File: src/rtl/aap_pkg.sv
`default_nettype none
// ============================================================================
// Module      : aap_pkg
// Description : Shared constants for the AAP decode stage: instruction word
//               width, decode field bit positions and FSM state encoding.
// Revision    : 1.0 - initial release
// ============================================================================
package aap_pkg;

    localparam int WORD_W   = 16;

    // Bit 15 of a first word marks a 32-bit instruction; on a second word
    // it is illegal and raises the error flag.
    localparam int LONG_BIT = 15;

    localparam int CLASS_HI = 14;
    localparam int CLASS_LO = 13;
    localparam int OPC_HI   = 12;
    localparam int OPC_LO   = 9;
    localparam int RD_HI    = 8;
    localparam int RD_LO    = 6;
    localparam int RA_HI    = 5;
    localparam int RA_LO    = 3;
    localparam int RB_HI    = 2;
    localparam int RB_LO    = 0;

    // State encoding: LO awaits a first word, HI holds a lo word and
    // awaits its second word.
    localparam logic [0:0] LO = 1'b0;
    localparam logic [0:0] HI = 1'b1;

    typedef enum logic [0:0] {
        S_LO = LO,
        S_HI = HI
    } state_t;

endpackage : aap_pkg
`default_nettype wire

File: src/rtl/aap_decode_if.sv
`default_nettype none
// ============================================================================
// Module      : aap_decode_if
// Description : Fetch-side and execute-side handshakes of the decode stage.
//               master : fetch/execute environment (drives words, dec_ready)
//               slave  : decode stage (drives fetch_ready and dec_* outputs)
// Revision    : 1.0 - initial release
// ============================================================================
interface aap_decode_if #(
    parameter int PC_W = 10
);
    // fetch -> decode
    logic            fetch_valid;
    logic [15:0]     fetch_word;
    logic [PC_W-1:0] fetch_pc;
    logic            fetch_ready;
    // decode -> execute
    logic            dec_valid;
    logic            dec_ready;
    logic [PC_W-1:0] dec_pc;
    logic [31:0]     dec_insn;
    logic            dec_long;
    logic [3:0]      dec_class;
    logic [7:0]      dec_opcode;
    logic [5:0]      dec_rd;
    logic [5:0]      dec_ra;
    logic [5:0]      dec_rb;
    logic            dec_err;

    modport master (
        output fetch_valid, fetch_word, fetch_pc, dec_ready,
        input  fetch_ready, dec_valid, dec_pc, dec_insn, dec_long,
               dec_class, dec_opcode, dec_rd, dec_ra, dec_rb, dec_err
    );

    modport slave (
        input  fetch_valid, fetch_word, fetch_pc, dec_ready,
        output fetch_ready, dec_valid, dec_pc, dec_insn, dec_long,
               dec_class, dec_opcode, dec_rd, dec_ra, dec_rb, dec_err
    );

endinterface : aap_decode_if
`default_nettype wire

File: src/rtl/aap_field_split.sv
`default_nettype none
// ============================================================================
// Module      : aap_field_split
// Description : Combinational splitter of an AAP instruction {hi, lo} into
//               class/opcode/register fields plus the long and error flags.
//               A short instruction is presented with hi = 0.
// Ports       : hi_i, lo_i           - instruction words
//               class_o, opcode_o    - {hi field, lo field}
//               rd_o, ra_o, rb_o     - {hi field, lo field}
//               long_o               - lo word carries the long marker
//               err_o                - hi word carries a stray long marker
// Revision    : 1.0 - initial release
// ============================================================================
module aap_field_split
    import aap_pkg::*;
(
    input  wire logic [WORD_W-1:0] hi_i,
    input  wire logic [WORD_W-1:0] lo_i,
    output logic [3:0]             class_o,
    output logic [7:0]             opcode_o,
    output logic [5:0]             rd_o,
    output logic [5:0]             ra_o,
    output logic [5:0]             rb_o,
    output logic                   long_o,
    output logic                   err_o
);

    assign class_o  = {hi_i[CLASS_HI:CLASS_LO], lo_i[CLASS_HI:CLASS_LO]};
    assign opcode_o = {hi_i[OPC_HI:OPC_LO],     lo_i[OPC_HI:OPC_LO]};
    assign rd_o     = {hi_i[RD_HI:RD_LO],       lo_i[RD_HI:RD_LO]};
    assign ra_o     = {hi_i[RA_HI:RA_LO],       lo_i[RA_HI:RA_LO]};
    assign rb_o     = {hi_i[RB_HI:RB_LO],       lo_i[RB_HI:RB_LO]};

    // Short instructions always have a clear lo marker and a zero hi word,
    // so both flags fall out of the raw bits directly.
    assign long_o   = lo_i[LONG_BIT];
    assign err_o    = hi_i[LONG_BIT];

endmodule : aap_field_split
`default_nettype wire

File: src/rtl/aap_decode.sv
`default_nettype none
// ============================================================================
// Module      : aap_decode
// Description : AAP decode stage. Assembles 16/32-bit instructions from the
//               fetch word stream and presents one registered decoded
//               instruction per handshake to execute.
// Ports       : clock  - rising-edge clock
//               reset  - asynchronous active-high reset
//               flush  - synchronous flush on branch redirect
//               bus    - aap_decode_if.slave (fetch in, decoded out)
// Revision    : 1.0 - initial release
// ============================================================================
module aap_decode
    import aap_pkg::*;
#(
    parameter int PC_W = 10
) (
    input  wire logic     clock,
    input  wire logic     reset,
    input  wire logic     flush,
    aap_decode_if.slave   bus
);

    state_t                state_q,  state_d;
    logic [WORD_W-1:0]     lo_q,     lo_d;
    logic [PC_W-1:0]       lopc_q,   lopc_d;
    logic [2*WORD_W-1:0]   insn_q,   insn_d;
    logic [PC_W-1:0]       pc_q,     pc_d;
    logic                  valid_q,  valid_d;

    logic                  fetch_ready;
    logic                  accept;
    logic                  load;

    // Same ready rule in both states: a word is only taken when the output
    // register is free or draining this cycle, so a long instruction's hi
    // word can always be loaded straight into the output register.
    assign fetch_ready     = ~flush & (~valid_q | bus.dec_ready);
    assign accept          = bus.fetch_valid & fetch_ready;
    assign bus.fetch_ready = fetch_ready;

    always_comb begin
        state_d = state_q;
        lo_d    = lo_q;
        lopc_d  = lopc_q;
        insn_d  = insn_q;
        pc_d    = pc_q;
        valid_d = valid_q;
        load    = 1'b0;

        if (flush) begin
            // fetch_ready is low here, so no word can be in flight.
            state_d = S_LO;
            lo_d    = '0;
            lopc_d  = '0;
            valid_d = 1'b0;
        end else begin
            unique case (state_q)
                S_LO: begin
                    if (accept) begin
                        if (bus.fetch_word[LONG_BIT]) begin
                            lo_d    = bus.fetch_word;
                            lopc_d  = bus.fetch_pc;
                            state_d = S_HI;
                        end else begin
                            load    = 1'b1;
                            insn_d  = {{WORD_W{1'b0}}, bus.fetch_word};
                            pc_d    = bus.fetch_pc;
                        end
                    end
                end
                S_HI: begin
                    if (accept) begin
                        // PC of the hi word is irrelevant; the instruction
                        // is addressed by its first word.
                        load    = 1'b1;
                        insn_d  = {bus.fetch_word, lo_q};
                        pc_d    = lopc_q;
                        state_d = S_LO;
                    end
                end
                default: state_d = S_LO;
            endcase

            if (load) begin
                valid_d = 1'b1;
            end else if (valid_q & bus.dec_ready) begin
                valid_d = 1'b0;
            end
        end
    end

    always_ff @(posedge clock or posedge reset) begin
        if (reset) begin
            state_q <= S_LO;
            lo_q    <= '0;
            lopc_q  <= '0;
            insn_q  <= '0;
            pc_q    <= '0;
            valid_q <= 1'b0;
        end else begin
            state_q <= state_d;
            lo_q    <= lo_d;
            lopc_q  <= lopc_d;
            insn_q  <= insn_d;
            pc_q    <= pc_d;
            valid_q <= valid_d;
        end
    end

    assign bus.dec_valid = valid_q;
    assign bus.dec_pc    = pc_q;
    assign bus.dec_insn  = insn_q;

    // Fields are derived from the registered instruction, so they hold
    // stable exactly as long as the output register does.
    aap_field_split u_split (
        .hi_i     (insn_q[2*WORD_W-1:WORD_W]),
        .lo_i     (insn_q[WORD_W-1:0]),
        .class_o  (bus.dec_class),
        .opcode_o (bus.dec_opcode),
        .rd_o     (bus.dec_rd),
        .ra_o     (bus.dec_ra),
        .rb_o     (bus.dec_rb),
        .long_o   (bus.dec_long),
        .err_o    (bus.dec_err)
    );

endmodule : aap_decode
`default_nettype wire

File: src/flat_wrapper.sv
// flat-port wrapper written by rule: the top's interface ports become plain ports
module aap_decode_flat import aap_pkg::*;
#(
    parameter int PC_W = 10
)
  (clock, reset, flush, bus_fetch_valid, bus_fetch_word, bus_fetch_pc, bus_dec_ready, bus_fetch_ready, bus_dec_valid, bus_dec_pc, bus_dec_insn, bus_dec_long, bus_dec_class, bus_dec_opcode, bus_dec_rd, bus_dec_ra, bus_dec_rb, bus_dec_err);
  aap_decode_if #(.PC_W(PC_W)) bus_i ();
  input  wire logic clock;
  input  wire logic reset;
  input  wire logic flush;
  input wire logic [$bits(bus_i.fetch_valid)-1:0] bus_fetch_valid;
  input wire logic [$bits(bus_i.fetch_word)-1:0] bus_fetch_word;
  input wire logic [$bits(bus_i.fetch_pc)-1:0] bus_fetch_pc;
  input wire logic [$bits(bus_i.dec_ready)-1:0] bus_dec_ready;
  output wire logic [$bits(bus_i.fetch_ready)-1:0] bus_fetch_ready;
  output wire logic [$bits(bus_i.dec_valid)-1:0] bus_dec_valid;
  output wire logic [$bits(bus_i.dec_pc)-1:0] bus_dec_pc;
  output wire logic [$bits(bus_i.dec_insn)-1:0] bus_dec_insn;
  output wire logic [$bits(bus_i.dec_long)-1:0] bus_dec_long;
  output wire logic [$bits(bus_i.dec_class)-1:0] bus_dec_class;
  output wire logic [$bits(bus_i.dec_opcode)-1:0] bus_dec_opcode;
  output wire logic [$bits(bus_i.dec_rd)-1:0] bus_dec_rd;
  output wire logic [$bits(bus_i.dec_ra)-1:0] bus_dec_ra;
  output wire logic [$bits(bus_i.dec_rb)-1:0] bus_dec_rb;
  output wire logic [$bits(bus_i.dec_err)-1:0] bus_dec_err;
  assign bus_i.fetch_valid = bus_fetch_valid;
  assign bus_i.fetch_word = bus_fetch_word;
  assign bus_i.fetch_pc = bus_fetch_pc;
  assign bus_i.dec_ready = bus_dec_ready;
  assign bus_fetch_ready = bus_i.fetch_ready;
  assign bus_dec_valid = bus_i.dec_valid;
  assign bus_dec_pc = bus_i.dec_pc;
  assign bus_dec_insn = bus_i.dec_insn;
  assign bus_dec_long = bus_i.dec_long;
  assign bus_dec_class = bus_i.dec_class;
  assign bus_dec_opcode = bus_i.dec_opcode;
  assign bus_dec_rd = bus_i.dec_rd;
  assign bus_dec_ra = bus_i.dec_ra;
  assign bus_dec_rb = bus_i.dec_rb;
  assign bus_dec_err = bus_i.dec_err;
  aap_decode #(.PC_W(PC_W)) u_core (.clock(clock), .reset(reset), .flush(flush), .bus(bus_i));
endmodule
File: config.mk
export PLATFORM = sky130hd
export DESIGN_NAME = aap_decode_flat
export DESIGN_NICKNAME = d
export VERILOG_FILES = /design/src/rtl/aap_pkg.sv /design/src/rtl/aap_decode_if.sv /design/src/rtl/aap_field_split.sv /design/src/rtl/aap_decode.sv /design/src/flat_wrapper.sv
export SDC_FILE = /design/constraint.sdc
export NUM_CORES = 1
export LEC_CHECK = 0
export CORE_MARGIN = 2
export CORE_UTILIZATION = 40
export CTS_BUF_LIST = sky130_fd_sc_hd__clkbuf_4
export DETAILED_ROUTE_END_ITERATION = 16
export PLACE_DENSITY = 0.73
export SYNTH_ARGS = -nofsm -noshare
export SYNTH_HDL_FRONTEND = slang
export SYNTH_SLANG_ARGS = --single-unit
File: constraint.sdc
create_clock -name clock -period 2.3 [get_ports clock]
set_input_delay 0.46 -clock clock [delete_from_list [all_inputs] [get_ports clock]]
set_output_delay 0.46 -clock clock [all_outputs]
set_load 0.01 [all_outputs]
==> key figures, run 1 <==
Worst setup path
  – Worst Path Buf+Inv: 2
  – FF-to-FF End: u_core.bus.dec_insn[27]
  – Family with the most delay on the worst path: buffers and inverters
  – Crit-path slowest cell: clkdlybuf4s50_1
  – Crit-path cells: clkdlybuf4s50_1, nor2_1, clkdlybuf4s50_1
  – CP Depth: 3
  – Critical path arrival: between 1.5 and 2 ns
  – Reg2reg path depth: 4
  – Reg-to-reg startpoint: u_core.state_q
  – CP dominant cell by count: clkdlybuf4s50_1
  – CP max stage delay: about 0.54 ns
  – CP Max Fanout: 7
  – Critical Path End: bus_fetch_ready
  – Flop-to-flop setup slack: 0.66 ns
  – Crit. End Element: output pin
  – WP data required: between 1.5 and 2 ns
  – Critical Path Start: flush
  – CP startpoint kind: input pin
  – Setup CP Type: input pin to output pin

Clock network
  – Post-cts sizing count: 0
  – Clock tree buffer depth: 2
  – CTS tree: yes
  – # H-tree levels: 3
  – CTS buffer count: 9
  – CTS Hold Bufs: 0
  – Reg clk slew, reported paths: 0.11 ns
  – Root Buffer: clkbuf_4
  – Worst skew pair latency: around 0.4 ns
  – Setup repair bufs after CTS: 0
  – Clk sink count: 70

STA
  – Tmin final: roughly 2.1 ns
  – Final Hold Violating Endpoints: 0
  – RSZ-0062 raised after global routing: false
  – TNS Setup: 0 ns
  – Slew Limit Fails: 0
  – Hold Worst Slack: ~0.42 ns
  – Worst Tran Pin Value: 0.808 ns
  – Final Skew: 0.0103 ns
  – Period utilization: 92.0%
  – # setup viols final: 0
  – Max-slew headroom: 46.1%
  – Setup ws final: between 0.15 and 0.2 ns
  – Maximum clock rate: 0.473 GHz

Synth
  – Synth unique cells: 23
  – Sequential share of the synthesized area: between 50% and 60%
  – Synth top area share: approximately half
  – Dominant cell type by area after synthesis: dfrtp_1
  – Area of the mapped netlist: approximately 3400 um2
  – Synth top area cells: dfrtp_1 51%, buf_4 7.5%, mux2i_1 7.3%, o311ai_0 4.6%, a31oi_1 4.6%
  – Synth Instances: 317
  – Syn Nets: 348
  – Avg Inst Size Synth: 10.8 um2
  – YS warnings: 0
  – Synthesized flop and latch total: 70

Power
  – Pwr dens: between 600 and 700 nW/um2
  – Worst IR Drop VDD: around 330 uV
  – PnR Total Power: between 3 and 4 mW
  – Lkg Pwr: around 1.9 nW

Global route
  – Largest net degree at the start of global routing: roughly 70
  – Initial antenna violation count: 0
  – Gr usage total: approximately 20%
  – Final global-route overflow total: 0
  – Vias in the first global route: about 2,700
  – First-pass GRT wire length: between 10,000 and 15,000 um

Floorplan
  – Die width: slightly below 100 um
  – Initial core utilization: 41.3%
  – Die height: 96.4 um
  – Ports: 107
  – Placeable Area: roughly 8300 um2
  – Die area: 9290 um2
  – Standard-cell rows: 33

Cells and area
  – Number of inserted diodes: 0
  – Most frequent cells in the layout: 106 x clkdlybuf4s50_1, 69 x dfrtp_1, 28 x inv_1
  – Area growth syn-to-layout: 29.9%
  – Commonest non-fill, non-tap cell in the layout: clkdlybuf4s50_1
  – Layout cells sized above 1: under 10%
  – Nets: ~420
  – Final Non-Filler Cells: just under 500

Route
  – Average wire per standard cell: about 17 um
  – Drt total wl: between 8000 and 9000 um
  – Routed via count: around 2,700
  – DR vias/cell: around 5.5
  – Number of DRC markers in iteration 0: approximately 180
  – DR DRC count: 0
  – Routed Antenna Nets: 0
  – Detailed Routing Iterations Pass 1: 4

Placed design
  – # port buffers: approximately 110
  – Placed Instances: ~480
  – Post-DP HPWL: roughly 5600 um
  – Placement Setup Slack: about 0.12 ns
  – Placer Congestion: 0.770

Job
  – Max-cap violations: 0

Outcome
  – Status: complete, no violations

Min path
  – Hold WC Path Type: input pin to async pin
==> area by class of cell <==
cell class                 instances  area [um2]
fill                             753        3820
sequential                        70        1750
timing repair buffer             118        1190
multi-input combinational        157        1140
tap                              105         131
inverter                          29         109
clock buffer                      11        82.6
clock inverter                     5        26.3
==> tightest hold or removal path: stages <==
cell             delay (ns)
clkdlybuf4s50_1        0.41
inv_2                  0.07
buf_12                 0.30
==> sequential cells by signal (all words and copies together) (netlist names) <==
register / count
u_core.bus.dec_insn: 32
u_core.lopc_q: 10
u_core.bus.dec_valid: 1
u_core.bus.dec_pc: 10
u_core.state_q: 1
u_core.lo_q: 16
==> metrics by stage <==
stage	utilization [%]	area (um2)
4_1_cts	53.7	4440
5_1_grt	53.7	4440
6_report	53.7	4440
2_1_floorplan	-	3410
3_3_place_gp	52.4	4330
3_5_place_dp	52.4	4330
==> synthesized netlist by cell type <==
library cell / count
a21oi_1: 26
a22o_1: 16
clkbuf_2: 1
nand2b_1: 3
nand3_4: 1
o32a_1: 1
clkbuf_1: 9
o21ai_0: 10
nor2b_1: 3
buf_4: 34
mux2i_1: 25
nor2_1: 1
buf_2: 10
o311ai_1: 7
dfrtp_1: 70
a31oi_1: 25
nor3_2: 1
buf_6: 7
o21ai_1: 18
and3_1: 1
inv_1: 29
o311ai_0: 18
nand3_2: 1
==> per-layer routing <==
layer  global-route usage (%)  wire length (um)
met2                     29.0              3910
met3                     3.49               558
met5                        0                 0
met1                     29.1              3940
met4                     7.04               111
==> worst min-delay path by stage <==
stage                    startpoint                       to  slack, ns  cells after the start
global placement    u_core.lo_q[15]  u_core.bus.dec_insn[15]       0.48                      1
global route                  reset           u_core.lo_q[0]       0.44                      3
floorplan           u_core.lo_q[15]  u_core.bus.dec_insn[15]       0.47                      1
detailed placement  u_core.lo_q[15]  u_core.bus.dec_insn[15]       0.49                      1
finish                        reset  u_core.bus.dec_insn[17]       0.42                      3
CTS                           reset   u_core.bus.dec_insn[0]       0.42                      3
==> cell families (layout without fill, tap and decap cells) <==
family / after synthesis / after routing / share of synthesized area (%)
compound gates: 121 / 121 / 23.3
buf+inv: 90 / 163 / 15.6
flops: 70 / 70 / 51.3
mux: 25 / 25 / 7.33
simple gates: 11 / 11 / 2.49
==> power by group <==
part	internal (mW)	switching, mW	leakage [nW]
clock network	0.236	0.413	0.0556
logic	0.496	0.375	0.907
registers	1.37	0.114	0.889
Note: power is estimated with default switching activity, not from simulation.
==> inputs of run 2 (changes only) <==
--- a/config.mk
+++ b/config.mk
@@ -5,9 +5,9 @@
 export SDC_FILE = /design/constraint.sdc
 export NUM_CORES = 1
 export LEC_CHECK = 0
+export CAP_MARGIN = 20
 export CORE_MARGIN = 2
 export CORE_UTILIZATION = 40
-export CTS_BUF_LIST = sky130_fd_sc_hd__clkbuf_4
 export DETAILED_ROUTE_END_ITERATION = 16
 export PLACE_DENSITY = 0.73
 export SYNTH_ARGS = -nofsm -noshare
==> key figures, run 2 (synthesized netlist as in run 1, its figures left out) <==
Global route
  – Final global-route overflow total: 0 (unchanged)
  – Initial antenna violation count: 0 (unchanged)
  – Largest net degree at the start of global routing: 71 (unchanged)
  – First-pass GRT wire length: 13,800 um (-0.10%)
  – Vias in the first global route: 2,634 (-0.72%)
  – Gr usage total: 19.6% (-0.033 points)

Cells and area
  – Layout cells sized above 1: 8.72% (+0.26 points)
  – Most frequent cells in the layout: 106 x clkdlybuf4s50_1, 69 x dfrtp_1, 28 x inv_1
  – Final Util: 54.7% (+0.95 points)
  – Area growth syn-to-layout: 32.2%
  – Filler instances: 732 (-2.8%)
  – Commonest non-fill, non-tap cell in the layout: clkdlybuf4s50_1
  – Max reg flops: 32 (unchanged)
  – Final Non-Filler Cells: 495 (unchanged)
  – Number of inserted diodes: 0 (unchanged)
  – Nets: 416 (unchanged)

Clock network
  – # H-tree levels: 3 (unchanged)
  – CTS buffer count: 9 (unchanged)
  – CTS Hold Bufs: 0 (unchanged)
  – Clock tree buffer depth: 2 (unchanged)
  – Post-cts sizing count: 0 (unchanged)
  – Root Buffer: clkbuf_8
  – CTS tree: yes
  – Reg clk slew, reported paths: 0.07 ns (-0.04 ns)
  – Setup repair bufs after CTS: 0 (unchanged)
  – Worst skew pair latency: 0.34 ns (-0.06 ns)
  – Clk sink count: 70 (unchanged)

Floorplan
  – Initial core utilization: 41.3% (unchanged)
  – Standard-cell rows: 33 (unchanged)
  – Die height: 96.4 um (unchanged)
  – Die area: 9290 um2 (unchanged)
  – Placeable Area: 8260 um2 (unchanged)
  – Ports: 107 (unchanged)
  – Die width: 96.4 um (unchanged)

Placed design
  – Placer Congestion: 0.770 (unchanged)
  – Post-DP HPWL: 5650 um (unchanged)
  – # port buffers: 106 (unchanged)
  – Placed Instances: 479 (unchanged)

Power
  – Sw Share: 28.1% (-1.9 points)
  – Net Sw Power: 0.920 mW (+2.0%)
  – Pint: 2.35 mW (+12%)
  – Logic pwr share: 26.6% (-2.4 points)
  – Worst IR Drop VDD: 352 uV (+5.1%)
  – Reg power frac: 45.4% (-4.0 points)
  – Clk network pwr share: 27.9% (+6.3 points)
  – Pwr dens: 724 nW/um2 (+6.9%)
  – Lkg Pwr: 1.88 nW (+1.8%)

STA
  – RSZ-0062 raised after global routing: false
  – Period utilization: 91.9% (about the same)
  – Worst Tran Pin Value: 0.787 ns (-0.0211 ns)
  – TNS Setup: 0 ns (unchanged)
  – # setup viols final: 0 (unchanged)
  – Final Skew: 0.00841 ns (-0.00193 ns)
  – Slew Limit Fails: 0 (unchanged)
  – Maximum clock rate: 0.473 GHz (about the same)
  – Tmin final: 2.11 ns (-0.000123 ns)
  – Final Hold Violating Endpoints: 0 (unchanged)
  – Max-slew headroom: 47.5% (+1.4 points)

Route
  – Number of DRC markers in iteration 0: 181 (-0.55%)
  – Drt total wl: 8470 um (-0.53%)
  – Routed Antenna Nets: 0 (unchanged)
  – Detailed Routing Iterations Pass 1: 4 (unchanged)
  – Average wire per standard cell: 17.1 um (-0.53%)
  – DR vias/cell: 5.42 (-0.52%)
  – DR DRC count: 0 (unchanged)
  – Routed via count: 2,684 (-0.52%)

Worst setup path
  – Reg2reg path depth: 4 (unchanged)
  – CP Max Fanout: 7 (unchanged)
  – Worst Path Buf+Inv: 2 (unchanged)
  – CP dominant cell by count: clkdlybuf4s50_1
  – Flop-to-flop setup slack: 0.67 ns (about the same)
  – WP data required: 1.84 ns (about the same)
  – Family with the most delay on the worst path: buffers and inverters
  – CP startpoint kind: input pin
  – Setup CP Type: input pin to output pin
  – Critical path arrival: 1.65 ns (about the same)
  – Reg-to-reg startpoint: u_core.state_q
  – FF-to-FF End: u_core.bus.dec_insn[17]
  – Crit. End Element: output pin
  – Crit-path cells: clkdlybuf4s50_1, nor2_1, clkdlybuf4s50_1
  – Crit-path slowest cell: clkdlybuf4s50_1
  – CP max stage delay: 0.54 ns (about the same)

Job
  – Max-cap violations: 0 (unchanged)

Min path
  – Hold WC Path Type: input pin to async pin

Outcome
  – Status: complete, no violations
[run 2: cell count changes in the layout (fill, tap and decap cells not counted)]
cell      delta
clkbuf_4    -11
clkbuf_8    +12
clkinv_1     -3
clkbuf_1     +2
[run 2: metal layers]
| layer | up-vias | track usage [%] | wire length (um) | part of all wire (%) |
|---|---|---|---|---|
| li1 | 1259 | - | - | - |
| met1 | 1314 | 29.3 | 3960 | 47 |
| met2 | 101 | 28.6 | 3930 | 46 |
| met3 | 10 | 3.49 | 488 | 5.8 |
| met4 | 0 | 7.04 | 92 | 1.1 |
| met5 | - | 0 | 0 | 0 |
[run 2: power groups by stage]
| stage | logic (mW) | clock network, mW | registers (mW) |
|---|---|---|---|
| floorplan | 0.410 | 0 | 1.53 |
| global placement | 0.865 | 0 | 1.51 |
| detailed placement | 0.878 | 0 | 1.51 |
| CTS | 0.880 | 0.940 | 1.49 |
| global route | 0.951 | 0.999 | 1.51 |
| finish | 0.871 | 0.913 | 1.48 |
[run 2: how the worst max path moves through the flow]
stage,endpoint,depth (start not counted),from,slack (ns)
floorplan,u_core.bus.dec_insn[0],1,reset,0.07
global placement,u_core.bus.dec_insn[31],4,flush,0.18
detailed placement,u_core.bus.dec_insn[31],4,flush,0.12
CTS,bus_fetch_ready,3,flush,0.18
global route,bus_fetch_ready,3,flush,0.1
finish,bus_fetch_ready,3,flush,0.19
[run 2: worst register-to-register path, cell delays in order (launching register included)]
cell	delay (ns)
dfrtp_2	0.58
nand2b_2	0.23
buf_12	0.19
nand3_4	0.23
a22o_1	0.31
[run 2: final cells by class]
cell class	instances	area [um2]	share of cell area, %
inverter	29	109	2.41
timing repair buffer	118	1190	26.3
multi-input combinational	157	1140	25.4
sequential	70	1750	38.8
clock buffer	14	173	3.82
tap	105	131	2.91
clock inverter	2	15.0	0.333
[run 2: per-stage QoR]
| step | power [mW] | worst slack (ns) | instance area [um2] | hold WS (ns) |
|---|---|---|---|---|
| after global placement | 2.37 | 0.184 | 4330 | 0.484 |
| final | 3.27 | 0.185 | 4510 | 0.490 |
| after CTS | 3.31 | 0.179 | 4510 | 0.508 |
| after floorplan | 1.94 | 0.0718 | 3410 | 0.466 |
| after detailed placement | 2.38 | 0.123 | 4330 | 0.490 |
| after global routing | 3.46 | 0.0973 | 4510 | 0.520 |
